## src/rtl/io_request_arbiter_pkg.sv

```systemverilog
// rtl/io_request_arbiter_pkg.sv - shared types for the non-cached I/O request path
//
// Purpose: request/response packet layouts, core id and bitmap types, and a
// one-hot-to-index helper used by the I/O request arbiter.
// Ports: none (package).

`ifndef NUM_CORES
`define NUM_CORES 4
`endif

package io_request_arbiter_pkg;

  localparam int NUM_CORES = `NUM_CORES;

  typedef logic [31:0]          scalar_t;
  typedef logic [3:0]           core_id_t;
  typedef logic [1:0]           thread_idx_t;
  typedef logic [NUM_CORES-1:0] core_bitmap_t;

  typedef struct packed {
    logic        store;
    thread_idx_t thread_idx;
    scalar_t     address;
    scalar_t     value;
  } ioreq_packet_t;

  typedef struct packed {
    core_id_t    core;
    thread_idx_t thread_idx;
    scalar_t     read_value;
  } iorsp_packet_t;

  // OR-reduction encoder; callers guarantee at most one bit is set.
  function automatic core_id_t oh_to_idx(input logic [15:0] oh);
    core_id_t idx;
    idx = '0;
    for (int i = 0; i < 16; i++) begin
      if (oh[i]) idx = idx | core_id_t'(i);
    end
    return idx;
  endfunction

endpackage

```

## src/rtl/io_bus_interface.sv

```systemverilog
// rtl/io_bus_interface.sv - shared non-cached I/O bus
//
// Purpose: single-master I/O bus. Read data is returned one cycle after read_en.
// Signals: write_en, read_en, address, write_data (master -> slave);
//          read_data (slave -> master).

interface io_bus_interface;
  logic        write_en;
  logic        read_en;
  logic [31:0] address;
  logic [31:0] write_data;
  logic [31:0] read_data;

  modport master (output write_en, output read_en, output address,
                  output write_data, input read_data);
  modport slave  (input write_en, input read_en, input address,
                  input write_data, output read_data);
endinterface

```

## src/rtl/io_request_arbiter_rr.sv

```systemverilog
// rtl/io_request_arbiter_rr.sv - round-robin arbiter with registered priority pointer
//
// Purpose: grants one requester per cycle; the requester after the last grant
// has the highest priority, wrapping NUM_REQUESTERS-1 -> 0.
// Ports:
//   clk, reset_n   clock, asynchronous active-low reset (core 0 highest after reset)
//   request        requester bitmap
//   update_lru     advance the priority pointer past the current winner
//   grant_oh       one-hot grant, all zero when nothing requests

module rr_arbiter #(
  parameter int NUM_REQUESTERS = 4
) (
  input  logic                      clk,
  input  logic                      reset_n,
  input  logic [NUM_REQUESTERS-1:0] request,
  input  logic                      update_lru,
  output logic [NUM_REQUESTERS-1:0] grant_oh
);

  localparam int IDX_W = (NUM_REQUESTERS > 1) ? $clog2(NUM_REQUESTERS) : 1;

  logic [IDX_W-1:0] priority_idx;
  logic [IDX_W-1:0] winner_idx;
  logic [IDX_W-1:0] next_priority;
  logic [IDX_W:0]   cand;
  logic             found;

  // Scan requesters starting at the priority pointer; cand carries one extra
  // bit so the modulo wrap works for non-power-of-two requester counts.
  always_comb begin
    grant_oh   = '0;
    winner_idx = '0;
    found      = 1'b0;
    cand       = '0;
    for (int i = 0; i < NUM_REQUESTERS; i++) begin
      cand = {1'b0, priority_idx} + (IDX_W+1)'(i);
      if (cand >= (IDX_W+1)'(NUM_REQUESTERS)) cand = cand - (IDX_W+1)'(NUM_REQUESTERS);
      if (!found && request[cand[IDX_W-1:0]]) begin
        found      = 1'b1;
        winner_idx = cand[IDX_W-1:0];
      end
    end
    if (found) grant_oh[winner_idx] = 1'b1;
  end

  always_comb begin
    next_priority = '0;
    if (winner_idx != IDX_W'(NUM_REQUESTERS - 1)) next_priority = winner_idx + 1'b1;
  end

  always_ff @(posedge clk or negedge reset_n) begin
    if (!reset_n) begin
      priority_idx <= '0;
    end else if (update_lru && found) begin
      priority_idx <= next_priority;
    end
  end

endmodule

```

## src/rtl/io_request_arbiter.sv

```systemverilog
// rtl/io_request_arbiter.sv - per-core I/O requests onto the shared I/O bus
//
// Purpose: round-robin arbitration of core I/O requests, registered bus drive,
// read-data capture and a broadcast response exactly 3 cycles after grant.
// Ports:
//   clk, reset_n   clock, asynchronous active-low reset
//   ioreq_en       per-core request valid (held until acked)
//   ioreq          per-core request packets
//   ioreq_ack      one-hot combinational grant
//   io_bus         master side of the shared I/O bus
//   iorsp_valid    single-cycle response strobe
//   iorsp          response: core, thread_idx, read_value (0 for stores)

`ifndef NUM_CORES
`define NUM_CORES 4
`endif

module io_request_arbiter
  import io_request_arbiter_pkg::*;
#(
  parameter int NUM_CORES = `NUM_CORES
) (
  input  logic                 clk,
  input  logic                 reset_n,
  input  logic [NUM_CORES-1:0] ioreq_en,
  input  ioreq_packet_t        ioreq [NUM_CORES],
  output logic [NUM_CORES-1:0] ioreq_ack,
  io_bus_interface.master      io_bus,
  output logic                 iorsp_valid,
  output iorsp_packet_t        iorsp
);

  logic [NUM_CORES-1:0] grant_oh;
  logic                 grant_any;
  core_id_t             grant_idx;
  ioreq_packet_t        grant_pkt;

  // Stage B/C sideband travelling alongside the bus transaction.
  logic        b_valid;
  core_id_t    b_core;
  thread_idx_t b_thread;
  logic        b_store;
  logic        c_valid;
  core_id_t    c_core;
  thread_idx_t c_thread;
  logic        c_store;

  rr_arbiter #(.NUM_REQUESTERS(NUM_CORES)) u_rr (
    .clk        (clk),
    .reset_n    (reset_n),
    .request    (ioreq_en),
    .update_lru (grant_any),
    .grant_oh   (grant_oh)
  );

  assign grant_any = |grant_oh;
  assign grant_idx = oh_to_idx(16'(grant_oh));
  // Acks are forced low during reset even if cores keep requesting.
  assign ioreq_ack = reset_n ? grant_oh : '0;

  always_comb begin
    grant_pkt = '0;
    for (int i = 0; i < NUM_CORES; i++) begin
      if (grant_oh[i]) grant_pkt = ioreq[i];
    end
  end

  // Stage B: drive the bus; address/write_data hold when idle.
  always_ff @(posedge clk or negedge reset_n) begin
    if (!reset_n) begin
      io_bus.write_en   <= 1'b0;
      io_bus.read_en    <= 1'b0;
      io_bus.address    <= '0;
      io_bus.write_data <= '0;
      b_valid           <= 1'b0;
      b_core            <= '0;
      b_thread          <= '0;
      b_store           <= 1'b0;
    end else begin
      io_bus.write_en <= grant_any & grant_pkt.store;
      io_bus.read_en  <= grant_any & ~grant_pkt.store;
      b_valid         <= grant_any;
      if (grant_any) begin
        io_bus.address    <= grant_pkt.address;
        io_bus.write_data <= grant_pkt.value;
        b_core            <= grant_idx;
        b_thread          <= grant_pkt.thread_idx;
        b_store           <= grant_pkt.store;
      end
    end
  end

  // Stage C: wait for read_data, which the bus returns one cycle after read_en.
  always_ff @(posedge clk or negedge reset_n) begin
    if (!reset_n) begin
      c_valid  <= 1'b0;
      c_core   <= '0;
      c_thread <= '0;
      c_store  <= 1'b0;
    end else begin
      c_valid <= b_valid;
      if (b_valid) begin
        c_core   <= b_core;
        c_thread <= b_thread;
        c_store  <= b_store;
      end
    end
  end

  // Response register: stores respond too, with a zero value.
  always_ff @(posedge clk or negedge reset_n) begin
    if (!reset_n) begin
      iorsp_valid <= 1'b0;
      iorsp       <= '0;
    end else begin
      iorsp_valid <= c_valid;
      if (c_valid) begin
        iorsp.core       <= c_core;
        iorsp.thread_idx <= c_thread;
        iorsp.read_value <= c_store ? '0 : io_bus.read_data;
      end
    end
  end

endmodule

```

## src/flat_wrapper.sv

```systemverilog
// flat-port wrapper written by rule: the top's interface ports become plain ports
module io_request_arbiter_flat import io_request_arbiter_pkg::*;
#(
  parameter int NUM_CORES = `NUM_CORES
)
  (clk, reset_n, ioreq_en, ioreq, ioreq_ack, iorsp_valid, iorsp, io_bus_write_en, io_bus_read_en, io_bus_address, io_bus_write_data, io_bus_read_data);
  io_bus_interface io_bus_i ();
  input  logic clk;
  input  logic reset_n;
  input  logic [NUM_CORES-1:0] ioreq_en;
  input  ioreq_packet_t ioreq[NUM_CORES];
  output logic [NUM_CORES-1:0] ioreq_ack;
  output logic iorsp_valid;
  output iorsp_packet_t iorsp;
  output wire logic [$bits(io_bus_i.write_en)-1:0] io_bus_write_en;
  output wire logic [$bits(io_bus_i.read_en)-1:0] io_bus_read_en;
  output wire logic [$bits(io_bus_i.address)-1:0] io_bus_address;
  output wire logic [$bits(io_bus_i.write_data)-1:0] io_bus_write_data;
  input wire logic [$bits(io_bus_i.read_data)-1:0] io_bus_read_data;
  assign io_bus_write_en = io_bus_i.write_en;
  assign io_bus_read_en = io_bus_i.read_en;
  assign io_bus_address = io_bus_i.address;
  assign io_bus_write_data = io_bus_i.write_data;
  assign io_bus_i.read_data = io_bus_read_data;
  io_request_arbiter #(.NUM_CORES(NUM_CORES)) u_core (.clk(clk), .reset_n(reset_n), .ioreq_en(ioreq_en), .ioreq(ioreq), .ioreq_ack(ioreq_ack), .io_bus(io_bus_i), .iorsp_valid(iorsp_valid), .iorsp(iorsp));
endmodule
```

## config.mk

```make
export PLATFORM = sky130hd
export DESIGN_NAME = io_request_arbiter_flat
export DESIGN_NICKNAME = d
export VERILOG_FILES = /design/src/rtl/io_request_arbiter_pkg.sv /design/src/rtl/io_bus_interface.sv /design/src/rtl/io_request_arbiter_rr.sv /design/src/rtl/io_request_arbiter.sv /design/src/flat_wrapper.sv
export SDC_FILE = /design/constraint.sdc
export NUM_CORES = 1
export LEC_CHECK = 0
export CAP_MARGIN = 20
export CORE_AREA = 5 5 157 159
export CTS_CLUSTER_DIAMETER = 40
export DETAILED_ROUTE_END_ITERATION = 6
export DIE_AREA = 0 0 162 164
export MAX_ROUTING_LAYER = met4
export PLACE_DENSITY = 0.66
export SYNTH_ARGS = -nofsm -noshare
export SYNTH_HDL_FRONTEND = slang
export SYNTH_HIERARCHICAL = 1
export SYNTH_SLANG_ARGS = --single-unit
```

## constraint.sdc

```tcl
create_clock -name clk -period 3.6 [get_ports clk]
set_input_delay 0.72 -clock clk [delete_from_list [all_inputs] [get_ports clk]]
set_output_delay 0.72 -clock clk [all_outputs]
set_load 0.03 [all_outputs]
```

==> metrics.csv <==
stage,metric,value,unit
outcome,status,finished with violations,
outcome,failed_checks,DRC,
placed_design,io_buffers,412,
cells_and_area,post-route-util,0.508,
logic_synthesis,synth_edf_count,0,
worst_setup_path,crit_type,input port to output port,
pwr,combPwrFrac,0.575,
worst_setup_path,arrival,2650,ps
worst_setup_path,startpoint_type,input port,
global_route,track_usage,0.206,
sta,slew_headroom,0.309,
cells_and_area,ff_latch_area,2930,µm²
logic_synthesis,syn-instance-count,730,
worst_setup_path,worstPathRequired,2880,ps
clock_network,cts_resized,0,
clock_network,clock_latency,420,ps
worst_setup_path,crit_fanout,6,
logic_synthesis,synth_ff_type,dfrtp_1,
cells_and_area,fin_area,11800,µm²
logic_synthesis,yosysTopAreaCell,dfrtp_1,
clock_network,cts_tree,yes,
logic_synthesis,synth.most_common_cell,dfrtp_1,
clock_network,clock-sinks,117,
clock_network,post_cts_buffers,0,
logic_synthesis,synth.top_cell.area_share,0.433,
clock_network,clk_pin_slew,70,ps
global_route,grt.overflow.total,0,
logic_synthesis,ys_ff_latch,117,
pwr,p_leak,5.26,nW
global_route,grt_pass1_wl,41.2,mm
sta,fin_crit_sh,0.935,
clock_network,cts_buffer_depth,2,
logic_synthesis,synth_area,6760,µm²
placed_design,hpwl,20.8,mm
global_route,grtUsageMet2,0.348,
sta,rsz0062_at_grt,false,
worst_setup_path,cp-end-kind,output port,
sta,holdWs,215,ps
pwr,switching_share,0.435,
clock_network,hold_buffers,0,
floorplanning,start_util,0.293,
routing,avgViaCountPerCell,4.83,
sta,final_hold_viol_count,0,
global_route,gr-usage-met3,0.0710,
global_route,busiest_layer,met2,
sta,fin_setup_tns,0,ps
run,maxCapViolCount,0,
sta,setup_viol,0,
hold_path,hold_path.class,input port to async pin,
routing,routed_wl,27.6,mm
sta,slew_viol_final,0,
logic_synthesis,synthTopCellsByArea,"dfrtp_1, and3b_1, a21o_1, a211oi_1, nor2b_1",
logic_synthesis,ys_warn_count,6,
routing,drt-initial-drc-count,250,
sta,worst_pin_slew,1040,ps
sta,period_minus_slack,3370,ps
routing,ant_nets,0,
cells_and_area,drive_gt1_frac,0.0613,
clock_network,cts_buffers,17,
floorplanning,std_cell_rows,56,
pwr,irDropWorstVdd,0.000357,V
logic_synthesis,synthTopCellsByCount,"dfrtp_1, nand2_1, a21o_1, nor2b_1",
routing,route.detailed.drc,4,
clock_network,h-tree-depth,4,
global_route,grt_pass1_vias,7208,
placed_design,place_area,11200,µm²
placed_design,gp_congestion,0.840,
floorplanning,die_y,164,µm
logic_synthesis,synth.distinct_cells,36,
floorplanning,ioPinCount,415,
floorplanning,die_area,26600,µm²
routing,dr.pass1.iters,7,
global_route,gr-usage-met1,0.234,
pwr,power_density,831,nW/µm²
clock_network,clockRootBuffer,clkbuf_16,
routing,route.vias.total,6847,
routing,drt-wirelength-per-cell,19.5,µm
global_route,grt_max_degree,81,
floorplanning,die_width,162,µm
pwr,clockPowerShare,0.173,
sta,skew,12.1,ps
logic_synthesis,yosysSeqAreaShare,0.433,
floorplanning,fp.coreArea,23100,µm²
pwr,p_int,5.53,mW
pwr,power_switching,4.25,mW
cells_and_area,area_delta_synth_final,73.8,%
global_route,antenna_found_initial,2,
logic_synthesis,synth.avg_cell_area,9.27,µm²
cells_and_area,multiInputGateArea,3430,µm²
pwr,pwr-share-seq,0.252,
cells_and_area,fin_nets,1423,
cells_and_area,nFillCells,2174,
sta,fmax,297,MHz
logic_synthesis,synthArstFlopShare,1.00,
==> worst paths after layout <==
check / from / to / slack (ps) / depth (start not counted)
setup / recovery: ioreq_en[3] / ioreq_ack[0] / 230 / 8
hold / removal: reset_n / u_core/io_bus.address[6] / 220 / 1
setup reg to reg: u_core/u_rr/priority_idx[1] / u_core/io_bus.address[21] / 820 / 10
hold reg to reg: u_core/io_bus.address[22] / u_core/io_bus.address[22] / 480 / 2
max in group asynchronous: reset_n / u_core/io_bus.write_data[18] / 2380 / 2
min in group clk: u_core/io_bus.address[22] / u_core/io_bus.address[22] / 480 / 2
==> area by class of cell <==
class                           count  share of cell area
Multi-Input combinational cell    514               0.292
Tap cell                          290              0.0309
Clock inverter                     14              0.0121
Sequential cell                   117               0.249
Antenna cell                        2            0.000426
Clock buffer                       18              0.0374
Timing Repair Buffer              427               0.367
Inverter                           36              0.0115
==> routing by layer <==
layer | up-vias | routed length, µm
li1 | 3327 | -
met1 | 3224 | 11100
met2 | 265 | 13600
met3 | 31 | 2270
met4 | 0 | 533
met5 | - | 0
==> cell usage in the layout, fill, tap and decap left out, drive strengths merged <==
master | synthesis | final
a211o | 3 | 3
a211oi | 65 | 65
a21o | 66 | 66
a21oi | 5 | 5
a221o | 2 | 2
a32oi | 1 | 1
and2 | 4 | 4
and2b | 3 | 3
and3 | 2 | 2
and3b | 65 | 65
buf | 27 | 20
bufinv | 0 | 1
clkbuf | 37 | 18
clkdlybuf4s50 | 0 | 407
clkinv | 0 | 1
clkinvlp | 0 | 5
conb | 1 | 2
dfrtp | 117 | 117
diode | 0 | 2
ha | 4 | 4
inv | 36 | 43
mux2 | 10 | 10
mux2i | 1 | 1
nand2 | 69 | 69
nand2b | 2 | 2
nand3 | 3 | 3
nand3b | 34 | 34
nor2 | 3 | 3
nor2b | 66 | 66
nor3b | 2 | 2
nor4 | 2 | 2
o21a | 1 | 1
o21ai | 98 | 98
o41ai | 1 | 1
==> cell families (layout without fill, tap and decap cells) <==
| family | count (synthesis) | in the layout | share of synthesized area |
|---|---|---|---|
| simple gates | 255 | 255 | 0.243 |
| compound gates | 242 | 242 | 0.235 |
| flops | 117 | 117 | 0.433 |
| buf+inv | 100 | 495 | 0.0633 |
| mux | 11 | 11 | 0.0181 |
| fa+ha+maj | 4 | 4 | 0.00740 |
| other cells | 1 | 4 | 0.000554 |
==> power by group through the flow <==
| stage | combinational (mW) | sequential (mW) | clock [mW] |
|---|---|---|---|
| floorplan | 2.39 | 3.43 | 0 |
| global route | 6.05 | 2.58 | 1.79 |
| finish | 5.62 | 2.47 | 1.69 |
| global placement | 5.64 | 2.47 | 0 |
| detailed placement | 5.68 | 2.49 | 0 |
| CTS | 5.69 | 2.48 | 1.74 |
==> worst max-delay path, cell delays in order <==
cell and delay, ps:
clkdlybuf4s50_1 480, nand2b_1 190, a211o_1 310, o21ai_0 140
ha_1 210, and2b_1 280, and2_1 170, buf_4 150
==> registers in the layout (all words and copies together), names as in the netlist, 2 cells and up <==
register,cells
u_core/u_rr/priority_idx,2
u_core/io_bus.address,32
u_core/iorsp,36
u_core/b_core,2
u_core/c_core,2
u_core/c_thread,2
u_core/io_bus.write_data,32
u_core/b_thread,2
==> per-stage QoR <==
| stage | std cells | power (mW) | setup slack, ps |
|---|---|---|---|
| global route | 1418 | 10.4 | 94.4 |
| detailed placement | 1384 | 8.17 | 49.2 |
| finish | 1418 | 9.77 | 233 |
| global placement | 1384 | 8.10 | 91.0 |
| floorplan | 731 | 5.82 | 559 |
| CTS | 1416 | 9.90 | 225 |
(Power assumes the default switching activity.)
